<file path="src/rtl/shift_reg_arbiter_if.sv">
// Bus between two parallel-load requesters and the shared serialising shift register.
// The arbiter uses the slave view; whatever drives the requests uses the master view.
interface shift_reg_arbiter_if #(
    parameter int WIDTH = 8
);
    logic             i_req0;
    logic [WIDTH-1:0] i_data0;
    logic             i_req1;
    logic [WIDTH-1:0] i_data1;
    logic             o_gnt0;
    logic             o_gnt1;
    logic [WIDTH-1:0] o_storedValue;
    logic             o_serial;
    logic             o_busy;
    logic             o_done;

    modport master (
        output i_req0, i_data0, i_req1, i_data1,
        input  o_gnt0, o_gnt1, o_storedValue, o_serial, o_busy, o_done
    );

    modport slave (
        input  i_req0, i_data0, i_req1, i_data1,
        output o_gnt0, o_gnt1, o_storedValue, o_serial, o_busy, o_done
    );
endinterface

</file>
<file path="src/rtl/shift_reg_arbiter.sv">
// Two requesters share one shift register under round-robin arbitration; the winner's word
// is loaded in IDLE, shifted out LSB first over WIDTH cycles, then a one-cycle DONE follows.
module shift_reg_arbiter #(
    parameter int WIDTH = 8
) (
    input  logic                 i_clk,
    input  logic                 i_rst,
    shift_reg_arbiter_if.slave   bus
);
    localparam int CW = (WIDTH > 1) ? $clog2(WIDTH) : 1;
    localparam logic [CW-1:0] LAST_BIT = CW'(WIDTH - 1);

    typedef enum logic [1:0] {
        IDLE,
        SHIFT,
        DONE
    } state_e;

    state_e           state_q, state_d;
    logic [WIDTH-1:0] data_q, data_d;
    logic [CW-1:0]    cnt_q, cnt_d;
    logic             gnt0_q, gnt0_d;
    logic             gnt1_q, gnt1_d;
    logic             last_q, last_d;
    logic             pick1;

    // last_q high means requester 1 won most recently, so requester 0 wins the next tie
    assign pick1 = bus.i_req1 & (~bus.i_req0 | ~last_q);

    always_comb begin
        state_d = state_q;
        data_d  = data_q;
        cnt_d   = cnt_q;
        gnt0_d  = 1'b0;
        gnt1_d  = 1'b0;
        last_d  = last_q;
        case (state_q)
            IDLE: begin
                if (bus.i_req0 || bus.i_req1) begin
                    data_d  = pick1 ? bus.i_data1 : bus.i_data0;
                    gnt0_d  = ~pick1;
                    gnt1_d  = pick1;
                    last_d  = pick1;
                    cnt_d   = '0;
                    state_d = SHIFT;
                end
            end
            SHIFT: begin
                data_d = data_q >> 1;
                cnt_d  = cnt_q + CW'(1);
                if (cnt_q == LAST_BIT) begin
                    state_d = DONE;
                end
            end
            DONE: begin
                state_d = IDLE;
            end
            default: begin
                state_d = IDLE;
            end
        endcase
    end

    always_ff @(posedge i_clk) begin
        if (!i_rst) begin
            state_q <= IDLE;
            data_q  <= '0;
            cnt_q   <= '0;
            gnt0_q  <= 1'b0;
            gnt1_q  <= 1'b0;
            last_q  <= 1'b1;
        end else begin
            state_q <= state_d;
            data_q  <= data_d;
            cnt_q   <= cnt_d;
            gnt0_q  <= gnt0_d;
            gnt1_q  <= gnt1_d;
            last_q  <= last_d;
        end
    end

    // All WIDTH shifts fill with zero, so the register is already empty in DONE and IDLE
    assign bus.o_gnt0        = gnt0_q;
    assign bus.o_gnt1        = gnt1_q;
    assign bus.o_storedValue = data_q;
    assign bus.o_serial      = (state_q == SHIFT) & data_q[0];
    assign bus.o_busy        = (state_q != IDLE);
    assign bus.o_done        = (state_q == DONE);
endmodule

</file>
<file path="src/flat_wrapper.sv">
// flat-port wrapper written by rule: the top's interface ports become plain ports
module shift_reg_arbiter_flat 
#(
    parameter int WIDTH = 8
)
  (i_clk, i_rst, bus_i_req0, bus_i_data0, bus_i_req1, bus_i_data1, bus_o_gnt0, bus_o_gnt1, bus_o_storedValue, bus_o_serial, bus_o_busy, bus_o_done);
  shift_reg_arbiter_if #(.WIDTH(WIDTH)) bus_i ();
  input  logic i_clk;
  input  logic i_rst;
  input wire logic [$bits(bus_i.i_req0)-1:0] bus_i_req0;
  input wire logic [$bits(bus_i.i_data0)-1:0] bus_i_data0;
  input wire logic [$bits(bus_i.i_req1)-1:0] bus_i_req1;
  input wire logic [$bits(bus_i.i_data1)-1:0] bus_i_data1;
  output wire logic [$bits(bus_i.o_gnt0)-1:0] bus_o_gnt0;
  output wire logic [$bits(bus_i.o_gnt1)-1:0] bus_o_gnt1;
  output wire logic [$bits(bus_i.o_storedValue)-1:0] bus_o_storedValue;
  output wire logic [$bits(bus_i.o_serial)-1:0] bus_o_serial;
  output wire logic [$bits(bus_i.o_busy)-1:0] bus_o_busy;
  output wire logic [$bits(bus_i.o_done)-1:0] bus_o_done;
  assign bus_i.i_req0 = bus_i_req0;
  assign bus_i.i_data0 = bus_i_data0;
  assign bus_i.i_req1 = bus_i_req1;
  assign bus_i.i_data1 = bus_i_data1;
  assign bus_o_gnt0 = bus_i.o_gnt0;
  assign bus_o_gnt1 = bus_i.o_gnt1;
  assign bus_o_storedValue = bus_i.o_storedValue;
  assign bus_o_serial = bus_i.o_serial;
  assign bus_o_busy = bus_i.o_busy;
  assign bus_o_done = bus_i.o_done;
  shift_reg_arbiter #(.WIDTH(WIDTH)) u_core (.i_clk(i_clk), .i_rst(i_rst), .bus(bus_i));
endmodule
</file>
<file path="config.mk">
export PLATFORM = sky130hd
export DESIGN_NAME = shift_reg_arbiter_flat
export DESIGN_NICKNAME = d
export VERILOG_FILES = /design/src/rtl/shift_reg_arbiter_if.sv /design/src/rtl/shift_reg_arbiter.sv /design/src/flat_wrapper.sv
export SDC_FILE = /design/constraint.sdc
export NUM_CORES = 1
export LEC_CHECK = 0
export CELL_PAD_IN_SITES_DETAIL_PLACEMENT = 1
export CELL_PAD_IN_SITES_GLOBAL_PLACEMENT = 2
export CORE_ASPECT_RATIO = 0.6
export CORE_MARGIN = 2
export CORE_UTILIZATION = 25
export CTS_BUF_LIST = sky130_fd_sc_hd__clkbuf_2
export CTS_CLUSTER_SIZE = 40
export DETAILED_ROUTE_END_ITERATION = 12
export PLACE_DENSITY_LB_ADDON = 0.1
export SYNTH_ARGS = -nofsm -noshare
export SYNTH_HDL_FRONTEND = slang
export SYNTH_SLANG_ARGS = --single-unit
</file>
<file path="constraint.sdc">
create_clock -name i_clk -period 1.66 [get_ports i_clk]
set_input_delay 0.332 -clock i_clk [delete_from_list [all_inputs] [get_ports i_clk]]
set_output_delay 0.332 -clock i_clk [all_outputs]
set_load 0.03 [all_outputs]
</file>
Word-level counts from Yosys, hierarchy flattened
Index checks and enable logic that the tools add are counted.

Bits in registers: 16. Bits in latches: 0. RAM bits: 0. Bits in read-only memories: 0. Word-level logic and storage cells: 34. Memories kept: 0.

Add/sub/neg operators: 1. $mul: 0. Div/mod/pow operators: 0. Magnitude comparators: 0. Eq/ne operators: 5. Shift operators: 0. Multiplexer cells: 8. Bitwise operators: 6. Reductions and logical operators: 8.

Operators by type and width (number): $mux 8 (2); $pmux 8 s2 (1); $pmux 3 s2 (1); $reduce_and 2->1 (3); $mux 2 (2); $ne 2x1->1 const B (2); $pmux 2 s2 (1); $reduce_bool 2->1 (2); $add 3x1->3 const B (1); $eq 3x3->1 const B (1); $mux 3 (1); $not 1->1 (3); $reduce_and 3->1 (1); $and 1x1->1 (2); $eq 2x1->1 const B (1); $eq 2x2->1 const B (1); $logic_not 2->1 (1); $logic_or 1x1->1 (1); $or 1x1->1 (1).

Depth between registers and ports, before layout
Depth after elaboration: 6. Depth in mapped cells: 5. Mapped depth without buffers: 4.

Worst setup path before layout
No wires, ideal clock.

Kind: register -> output. Start point: register u_core.state_q[1]. End point: output port bus_o_done. Arrival: 1108 ps. Required time: 1328 ps. Path slack: 220 ps. Cell stages (with the launch flop): 3. Path buffers: 1. Path through: dfxtp_1 clkbuf_1 nor2b_1.

Longest elaborated chain between the ends: 1.

RTL lines: from (decl) (line shift_reg_arbiter.sv:19) `state_e state_q, state_d;`; from (signal assigned) (line shift_reg_arbiter.sv:73) `state_q <= state_d;`; $eq 2x2->1 (line shift_reg_arbiter.sv:88) `assign bus.o_done = (state_q == DONE);`; to (decl) (line flat_wrapper.sv:19) `output wire logic [$bits(bus_i.o_done)-1:0] bus_o_done;`.

No other way between the ends.

Worst setup path in the final report
Start point: register u_core.state_q[1]. End point: output port bus_o_busy.

Longest elaborated chain between the ends: 1.

RTL lines: $reduce_bool 2->1 (line shift_reg_arbiter.sv:87) `assign bus.o_busy = (state_q != IDLE);`; to (decl) (line flat_wrapper.sv:18) `output wire logic [$bits(bus_i.o_busy)-1:0] bus_o_busy;`.

No other way between the ends.

==> flow_summary.json <==
{
  "outcome": "complete, no violations",
  "antennaDiodeCount": 0,
  "cts_buffers": 3,
  "critical_path_class": "reg -> out",
  "cp.arrival_ns": 1.23,
  "max_stage_delay_ns": 0.35,
  "avgSynthCellArea_um2": 9.384,
  "clk_latency_ns": 0.31,
  "seq_area_frac_synth": 0.3793,
  "cpMostUsedCell": "buf_4",
  "hpwl_um": 1871,
  "critPathRequiredTime_ns": 1.33,
  "crit_family": "buffers and inverters",
  "slew_headroom": 0.7857,
  "port_buffers": 32,
  "n_fill_cell": 387,
  "cp_max_fo": 18,
  "hold_ws_ns": 0.5192,
  "syn2layout_area_growth_pct": 53.04,
  "path_buf_inv": 3,
  "crit_chain": "buf_4 -> nor2_4 -> inv_2 -> buf_4",
  "die_h_um": 49.02,
  "die_area_um2": 3874,
  "initial_core_util": 0.2604,
  "rsz0062_at_grt": "false",
  "htreeDepth": 1,
  "cts_tree": "yes",
  "design_area_um2": 1292,
  "layout.cells.non_filler": 178,
  "grt_max_degree": 19,
  "hold_viol": 0,
  "design.core.area_um2": 3243,
  "track_usage": 0.1437,
  "grt_pass1_wl_um": 4250,
  "vdd_drop_max_mv": 0.1983,
  "dr.pass1.iters": 4,
  "syn-num-nets": 112,
  "power.total_uw": 882.2,
  "fin_crit_ns": 1.562,
  "cts_hold_buf": 0,
  "root_buffer": "clkbuf_2",
  "clkSinkCount": 16,
  "hp-class": "reg -> reg",
  "io_pins": 33,
  "place_ws_ns": -0.06529,
  "maxCapViolations": 0,
  "placed_area_um2": 1279,
  "antenna_found_initial": 0,
  "syn-cell-area_um2": 844.6,
  "final_util": 0.3985,
  "overflow": 0,
  "drtIter0Drc": 27,
  "setup_viol": 0,
  "ys_ff_latch": 16,
  "placementRows": 16,
  "place_inst": 174,
  "final_common_cell": "clkdlybuf4s50_1",
  "ant_nets": 0,
  "dieWidth_um": 79.04,
  "synth_cells": 90,
  "drive_gt1_frac": 0.2331,
  "p_leak_nw": 0.6003,
  "fin_ws_ns": 0.09793,
  "route.detailed.drc": 0,
  "layout_common_cells": "clkdlybuf4s50_1, dfxtp_1, buf_4",
  "clock_path_buffers": 2,
  "tightest_slew_ns": 0.3209,
  "first_global_vias": 861,
  "vias_per_cell": 4.539,
  "wl_per_cell_um": 13.93,
  "crit_path_top_delay_cell": "dfxtp_1",
  "via_count": 808,
  "fin_crit_sh": 0.9410,
  "clock_skew_ns": 0.02067,
  "fmax_mhz": 640.2,
  "gp_congestion": 0.6827,
  "end_kind": "output port",
  "setup.worst_path.start_class": "register",
  "ys_warn_count": 0,
  "path_clk_slew_ns": 0.18,
  "final_nets": 156,
  "synth_cell_types": 30,
  "power.density_nw_per_um2": 682.5,
  "tns_ns": 0,
  "wl_um": 2479,
  "finalMaxSlewViolations": 0
}
-- state kept, by name, summed over array words and instances, names as in the netlist --
name,flops
u_core.bus.o_gnt0,1
u_core.bus.o_gnt1,1
u_core.bus.o_storedValue,8
u_core.cnt_q,3
u_core.last_q,1
u_core.state_q,2
-- worst min-delay path, stage by stage, from the launching register on --
cell	delay, ns
dfxtp_1	0.34
o211ai_1	0.08
a21oi_1	0.07
-- repair_timing --
action,in CTS,in global routing
gates resized for setup,11,5
setup endpoints to repair,9,4
buffers inserted,0,0
-- cell usage after synthesis --
master | instances | share of area
and3b_1 | 1 | 0.010
nor2_2 | 1 | 0.0074
buf_2 | 1 | 0.0059
inv_1 | 2 | 0.0089
or3_1 | 1 | 0.0074
o22a_2 | 1 | 0.012
o22ai_1 | 7 | 0.052
ha_1 | 2 | 0.030
and3_1 | 1 | 0.0074
o21ai_0 | 1 | 0.0059
nand2b_2 | 1 | 0.010
a211oi_1 | 7 | 0.062
nand2_1 | 2 | 0.0089
a21oi_1 | 4 | 0.024
nor3_1 | 1 | 0.0059
buf_6 | 1 | 0.013
o21ai_2 | 1 | 0.010
nand2b_1 | 1 | 0.0074
and2b_2 | 1 | 0.010
nor2b_1 | 1 | 0.0074
inv_2 | 1 | 0.0044
mux2i_1 | 8 | 0.095
and2_1 | 8 | 0.059
dfxtp_1 | 16 | 0.38
clkbuf_1 | 3 | 0.013
o211ai_1 | 4 | 0.036
a21boi_0 | 1 | 0.0089
and3b_2 | 6 | 0.071
nor2_1 | 4 | 0.018
and3_2 | 1 | 0.0089
-- final cells by class --
class | instances | area, µm² | share of cell area
tap | 45 | 56.30 | 0.04356
timing repair buffer | 44 | 395.4 | 0.3059
clock inverter | 1 | 3.754 | 0.002904
inverter | 3 | 11.26 | 0.008712
multi-input combinational | 66 | 490.5 | 0.3795
sequential | 16 | 320.3 | 0.2478
clock buffer | 3 | 15.01 | 0.01162
-- cells by family after synthesis --
logic type	Yosys count	share of synthesized area
and+or+nand+nor	30	0.2400
muxes	8	0.09482
adders and majority gates	2	0.02962
DFF	16	0.3793
buffers and inverters	8	0.04592
AOI/OAI and AO/OA	26	0.2104
-- path summary, 6_finish.rpt --
kind | endpoint | startpoint | slack [ns] | depth (start not counted)
worst max-delay path | bus_o_busy | u_core.state_q[1] | 0.1 | 4
worst min-delay path | u_core.cnt_q[1] | u_core.cnt_q[1] | 0.52 | 2
worst max register to register | u_core.bus.o_storedValue[6] | u_core.state_q[1] | 0.17 | 6
worst min register to register | u_core.cnt_q[1] | u_core.cnt_q[1] | 0.52 | 2
-- metal layers --
layer / GRT usage / up-vias / part of all wire
li1: - / 417 / -
met3: 0.05741 / 2 / 0.070
met2: 0.2105 / 23 / 0.39
met4: 0.02586 / 0 / 0.0052
met1: 0.2009 / 366 / 0.54
met5: 0 / - / 0
-- power by group --
part           switching [mW]  internal [mW]
logic                   0.135          0.129
clock network           0.134         0.0523
registers              0.0206          0.412
(Power assumes the default switching activity.)
